File: src/rtl/sum3_out_fifo.sv
// sum3_out_fifo: output buffer behind the sum-every-3 stage.
// Captures each strobed sum and re-presents it on a valid/ready interface.
// The buffer is a small circular FIFO with first-word fall-through, an
// occupancy count and a sticky overflow flag.
// Optional feature: define SUM3_OUT_FIFO_PEAK_EN to add o_peak, which holds
// the largest value accepted since reset.
module sum3_out_fifo #(
    parameter int DW    = 10,
    parameter int DEPTH = 4
) (
    input  logic                   clk,
    input  logic                   rst,
    input  logic                   i_dval,
    input  logic [DW-1:0]          i,
    output logic                   o_valid,
    input  logic                   o_ready,
    output logic [DW-1:0]          o,
    output logic [$clog2(DEPTH):0] o_cnt,
    output logic                   o_ovf
`ifdef SUM3_OUT_FIFO_PEAK_EN
    ,
    output logic [DW-1:0]          o_peak
`endif
);

    localparam int          AW   = $clog2(DEPTH);
    localparam logic [AW:0] FULL = (AW+1)'(DEPTH);
    localparam logic [AW:0] ONE  = (AW+1)'(1);

    logic [DW-1:0] mem [DEPTH];
    logic [AW-1:0] wptr;
    logic [AW-1:0] rptr;
    logic          pop;
    logic          push;

    // Handshake decode: a full FIFO still accepts a push when the head leaves in the same cycle
    always_comb begin
        o_valid = 1'b0;
        o       = '0;
        pop     = 1'b0;
        push    = 1'b0;
        o_valid = (o_cnt != '0);
        o       = o_valid ? mem[rptr] : '0;
        pop     = o_valid & o_ready;
        push    = i_dval & ((o_cnt != FULL) | pop);
    end

    // Storage write. The data array has no reset; its contents are don't-care until written
    always_ff @(posedge clk) begin
        if (push) begin
            mem[wptr] <= i;
        end
    end

    // Pointers, occupancy and sticky overflow. Pointers wrap because DEPTH is a power of two
    always_ff @(posedge clk or posedge rst) begin
        if (rst) begin
            wptr  <= '0;
            rptr  <= '0;
            o_cnt <= '0;
            o_ovf <= 1'b0;
        end else begin
            if (push) begin
                wptr <= wptr + 1'b1;
            end
            if (pop) begin
                rptr <= rptr + 1'b1;
            end
            case ({push, pop})
                2'b10:   o_cnt <= o_cnt + ONE;
                2'b01:   o_cnt <= o_cnt - ONE;
                default: o_cnt <= o_cnt;
            endcase
            if (i_dval & ~push) begin
                o_ovf <= 1'b1;
            end
        end
    end

`ifdef SUM3_OUT_FIFO_PEAK_EN
    // Running unsigned maximum of accepted pushes. Dropped pushes never reach it
    always_ff @(posedge clk or posedge rst) begin
        if (rst) begin
            o_peak <= '0;
        end else if (push && (i > o_peak)) begin
            o_peak <= i;
        end
    end
`endif

endmodule
File: config.mk
export PLATFORM = sky130hd
export DESIGN_NAME = sum3_out_fifo
export DESIGN_NICKNAME = d
export VERILOG_FILES = /design/src/rtl/sum3_out_fifo.sv
export SDC_FILE = /design/constraint.sdc
export NUM_CORES = 1
export LEC_CHECK = 0
export ABC_AREA = 1
export BUFFER_PORTS_ARGS = -buffer_cell sky130_fd_sc_hd__buf_2
export CAP_MARGIN = 5
export CORE_MARGIN = 5
export CORE_UTILIZATION = 50
export DETAILED_ROUTE_END_ITERATION = 10
export PLACE_DENSITY = 0.8
export SETUP_SLACK_MARGIN = 0.15
export SLEW_MARGIN = 20
export SYNTH_ARGS = -nofsm -noshare
export SYNTH_HDL_FRONTEND = slang
export SYNTH_SLANG_ARGS = --single-unit
File: constraint.sdc
create_clock -name clk -period 1.4 [get_ports clk]
set_input_delay 0.14 -clock clk [delete_from_list [all_inputs] [get_ports clk]]
set_output_delay 0.14 -clock clk [all_outputs]
set_load 0.01 [all_outputs]
Word level (Yosys, flattened, before mapping):

Memories as Yosys holds them, arrays and structs flattened.
Index checks and enable logic that the tools add are counted.

* bitwise logic cells: 5
* multiplexer cells: 4
* equal/unequal tests: 3
* order comparisons: 0
* reduce and logical (&&, ||, !) cells: 2
* multiply operators: 0
* shift operators: 0
* add/sub/neg operators: 4
* div/mod/pow operators: 0

Operator list (count)
* two-way mux 10 bit: 1
* case mux 3 bit (2 select lines): 1
* adder 2 x 1 -> 2 bit, second input constant: 2
* adder 3 x 1 -> 3 bit, second input constant: 1
* AND 1 bit: 3
* != test 3 bit, second input constant: 1
* nonzero test 3 bit: 1
* subtractor 3 x 1 -> 3 bit, second input constant: 1
* == test 2 x 1 -> 1 bit, second input constant: 1
* == test 2 bit, second input constant: 1
* two-way mux 1 bit: 2
* nonzero test 2 bit: 1
* inverter 1 bit: 1
* OR 1 bit: 1

* word-level logic and storage cells: 23
* bits in read-only memories: 0
* memories: 1
* RAM bits: 40
* register bits: 8
* bits in latches: 0

Memory list
* mem: depth 4, width 10, read ports 1, clocked after memory_dff 0, write ports 1, line 30 `logic [DW-1:0] mem [DEPTH];`

Longest topological paths before layout:

* depth after elaboration: 6
* gate-level depth with buffers: 10
* mapped depth without buffers: 10

Worst setup path before layout:

Ideal clock, no wire load.

* path type: reg-to-reg
* from: register o_cnt[2]
* to: memory mem[0][0], enable pin
* stages on the path, launching flop included: 6
* period minus slack after synthesis: 1.608 ns
* path slack: -0.208 ns
* arrival time: 1.232 ns
* required time: 1.024 ns
* buffers on the path: 0
* cells stage by stage: dfrtp_1 -> inv_1 -> nor2_1 -> nand2_1 -> nand2_2 -> nor2_1

* longest elaborated chain between the ends: 6
* elaborated cells on any way between the ends: 7
* those cells by class: eq/ne: 1; mux: 2; bitwise: 3; reduce/logical: 1

Ends and longest elaborated chain
* from (decl): line 18 `output logic [$clog2(DEPTH):0] o_cnt,`
* from (signal assigned): line 70 `2'b10: o_cnt <= o_cnt + ONE;`
* from (signal assigned): line 71 `2'b01: o_cnt <= o_cnt - ONE;`
* from (signal assigned): line 72 `default: o_cnt <= o_cnt;`
* nonzero test 3 bit: line 42 `o_valid = (o_cnt != '0);`
* AND 1 bit: line 44 `pop = o_valid & o_ready;`
* OR 1 bit (*): line 45 `push = i_dval & ((o_cnt != FULL) | pop);`
* AND 1 bit (*): line 45
* two-way mux 1 bit (*): line 50 `if (push) begin`
* two-way mux 1 bit (implied by the code) (*): line 51 `mem[wptr] <= i;`
* to (decl): line 30

Every way passes the cells marked *; elsewhere a longest branch is shown, timed or not.

Worst setup path in the final report:

* from: register rptr[1]
* to: output o[3]

* longest elaborated chain between the ends: 2

Ends and longest elaborated chain
* from (decl): line 32 `logic [AW-1:0] rptr;`
* from (signal assigned): line 67 `rptr <= rptr + 1'b1;`
* memory (4 x 10 bit)
* two-way mux 10 bit: line 43 `o = o_valid ? mem[rptr] : '0;`
* to (decl): line 17 `output logic [DW-1:0] o,`

No other way between the ends.

==> out/results.txt <==
Status: finished, violations left
Violated checks: negative setup slack
# diodes: 0
Largest driver fanout on the critical path: 5
Final total power: 5.74 mW
Filler instances: 269
Final critical-path required period: 1.60 ns
Placement Setup Slack: -0.0230 ns
Synthesized area per cell: 11.6 um^2
Type of the worst setup path: register to output port
Via count of the first global-routing pass: 1490
Number of antenna violations at the first check in global routing: 0
Fraction of synthesis flops using an asynchronous set or reset pin: 16.7%
Number of cell rows: 23
Cell with the largest stage delay on the worst path: sky130_fd_sc_hd__dfrtp_2
Power density cells: 2120 nW/um^2
Area share of the largest cell type after synthesis: 59.6%
Setup repair after global routing missed its margin: yes
Pins Over Slew Limit: 0
NumNets Final: 249
Number of nets produced by synthesis: 193
Critical Path AT: 1.46 ns
Kind of path behind the tightest hold check: input port to register
Die area: 5400 um^2
Leak: 1.06 nW
Final setup margin: -0.200 ns
Vias/cell: 5.15
Antenna-violating nets left: 0
First DRT Iteration DRCs: 98
Final Instance Area: 2720 um^2
WL per Instance: 16.4 um
Vert. Die Dim: 73.5 um
Count of maximum capacitance violations: 0
Cell type contributing the most total cell area after synthesis: sky130_fd_sc_hd__edfxtp_1
Number of remaining DRC errors: 0
Number of synthesized flops with an enable pin: 40
Worst Tran Pin Value: 0.346 ns
Final hold vios: 0
Buffers & Inverters on Critical Path: 2
H-tree depth: 2
Yosys warnings: 0
Maximum root-to-sink buffer count: 2
Top-level I/O count: 29
Root cell of the clock tree: sky130_fd_sc_hd__clkbuf_8
Cell Area, Synth: 2010 um^2
TritonCTS Buffers: 5
CTS clk-pin slew, worst paths: 0.08 ns
Worst hold slack: 0.0486 ns
First-pass iteration count of the detailed router: 4
Total routing usage reported by global routing: 17.8%
Cell internal pwr: 3.49 mW
Later-pin clock latency in the skew report: 0.30 ns
Endpoint kind of the worst setup timing path: output port
Top area cells in the synthesized netlist: sky130_fd_sc_hd__edfxtp_1 60%, sky130_fd_sc_hd__dfrtp_1 9.9%, sky130_fd_sc_hd__nor2_1 9.1%
Final RePlAce weighted congestion: 0.710
First-pass GRT wire length: 6890 um
Period Utilization, post-route: 114%
Ranking of synthesized cells by instance count: 49 x sky130_fd_sc_hd__nor2_1, 40 x sky130_fd_sc_hd__edfxtp_1, 14 x sky130_fd_sc_hd__inv_1
Power dissipated by switching net loads: 2.25 mW
Clock share of power: 13.2%
DP Area: 2350 um^2
Total clock sinks: 48
Flop pwr share: 36.7%
Area Overhead vs Synth: 34.8%
Critical path's largest stage delay: 0.45 ns
HPWL Detailed: 2690 um
Initial core utilization: 51.1%
Worst endpoint required time: 1.26 ns
Switch share: 39.2%
Maximum clock skew at final layout: 0.00326 ns
Part of the Yosys area used for sequential elements: 69.6%
Area of the core: 3940 um^2
Fraction of the core area covered by cells at the end of the flow: 68.9%
Kind of cell adding the most delay to the critical path: flip-flops
Category of the worst setup path launch point: register
Share of post-route cells with drive strength above 1: 40.4%
Synth Register Bits: 48
Number of buffers inserted by port buffering: 28
CTS tree: built
Pin count of the biggest net entering global routing: 22
Total congestion overflow: 0
Max_slew headroom: 76.9%
Number of endpoints failing setup at the final stage: 39
IR drop worst, VDD: 0.00121 V
Ordered cell list for the critical path: clkinvlp_4 > nor2_2 > o21ai_1 > a21oi_1 > buf_2
Yosys cell types: 19
Die Wd: 73.5 um
Most instantiated library cell after synthesis: sky130_fd_sc_hd__nor2_1
Post-synth top flop: sky130_fd_sc_hd__edfxtp_1
Post-Synthesis Cells: 174
Timing-limited maximum frequency: 625 MHz
Number of vias after detailed routing: 1441
Routed Wire Length: 4590 um
Logic gate share of total power: 50.0%
path summary, 6_finish.rpt:
check / end / cells past startpoint / startpoint / slack (ns)
max: o[3] / 5 / rptr[1] / -0.20
max reg2reg: o_cnt[2] / 11 / o_cnt[1] / -0.08
min: mem[2][8] / 1 / i[8] / 0.05
min in group asynchronous: wptr[0] / 3 / rst / 0.34
max in group asynchronous: rptr[0] / 3 / rst / 0.79
min reg2reg: o_ovf / 1 / o_ovf / 0.51
cells in the final DEF, fill, tap and decap left out, types with 2 or more instances in the layout:
cell	n
sky130_fd_sc_hd__a21oi_1	10
sky130_fd_sc_hd__nor2_1	37
sky130_fd_sc_hd__nand3_4	2
sky130_fd_sc_hd__o21ai_0	6
sky130_fd_sc_hd__inv_1	12
sky130_fd_sc_hd__xor2_1	2
sky130_fd_sc_hd__nor2_4	6
sky130_fd_sc_hd__ha_1	4
sky130_fd_sc_hd__clkbuf_8	5
sky130_fd_sc_hd__buf_4	9
sky130_fd_sc_hd__clkinvlp_4	3
sky130_fd_sc_hd__dfrtp_2	2
sky130_fd_sc_hd__dfrtp_1	6
sky130_fd_sc_hd__edfxtp_1	40
sky130_fd_sc_hd__nand2_8	2
sky130_fd_sc_hd__buf_6	14
sky130_fd_sc_hd__nand2_4	2
sky130_fd_sc_hd__buf_12	2
sky130_fd_sc_hd__o21ai_1	14
sky130_fd_sc_hd__a21oi_2	3
sky130_fd_sc_hd__nand2_1	4
sky130_fd_sc_hd__nor2_2	7
sky130_fd_sc_hd__buf_2	27
sky130_fd_sc_hd__nand2_2	2
layout make-up:
class	count	area, um^2	share of cell area [%]
clock buffer	5	68.8	2.53
clock inverter	2	12.5	0.461
inverter	16	73.8	2.72
multi-input combinational	105	676	24.9
sequential	48	1400	51.7
tap	50	62.6	2.30
timing repair buffer	53	410	15.1
timing repair inverter	1	7.51	0.276
cells by family (layout without fill, tap and decap cells):
family,count (synthesis),after routing,share of synthesized area [%]
AO/OA/AOI/OAI,34,34,8.57
XOR/XNOR,3,3,1.30
adder cells (fa/ha/maj),5,5,3.48
buffers and inverters,21,77,4.04
flip-flops,48,48,69.6
AND/OR/NAND/NOR,63,63,13.0
registers in the layout (all words and copies together) (netlist names):
| signal | flops |
|---|---|
| rptr | 2 |
| o_cnt | 3 |
| o_ovf | 1 |
| mem | 40 |
| wptr | 2 |
power groups by stage:
stage          clock, mW  sequential, mW  combinational (mW)
6_report           0.759            2.11                2.87
5_1_grt            0.835            2.13                3.12
4_1_cts            0.781            2.06                2.59
3_5_place_dp           0            2.09                2.23
3_3_place_gp           0            2.07                2.16
2_1_floorplan          0            2.09                1.33
metal layers:
metal | vias up | track usage, % | part of all wire (%)
met5 | - | 0 | 0
met4 | 0 | 10.7 | 3.8
met3 | 15 | 3.97 | 5.6
met2 | 46 | 31.2 | 55
met1 | 685 | 19.3 | 35
li1 | 695 | - | -
through the flow:
| stage | cells | TNS, ns |
|---|---|---|
| final | 280 | -2.12 |
| after global routing | 280 | -4.68 |
| after CTS | 276 | -1.38 |
| after detailed placement | 261 | -0.0230 |
| after global placement | 261 | 0 |
| after floorplan | 174 | -2.25 |
what timing repair did:
item | in CTS | in global routing
setup buffers | 7 | 2
pin swaps | 10 | 15
hold buffers | 1 | 0
gates cloned | 0 | 2
resized for setup | 33 | 21
hold endpoints to repair | 8 | 0
endpoints found under the setup margin | 54 | 59
Power figures use the tool's default switching activity.
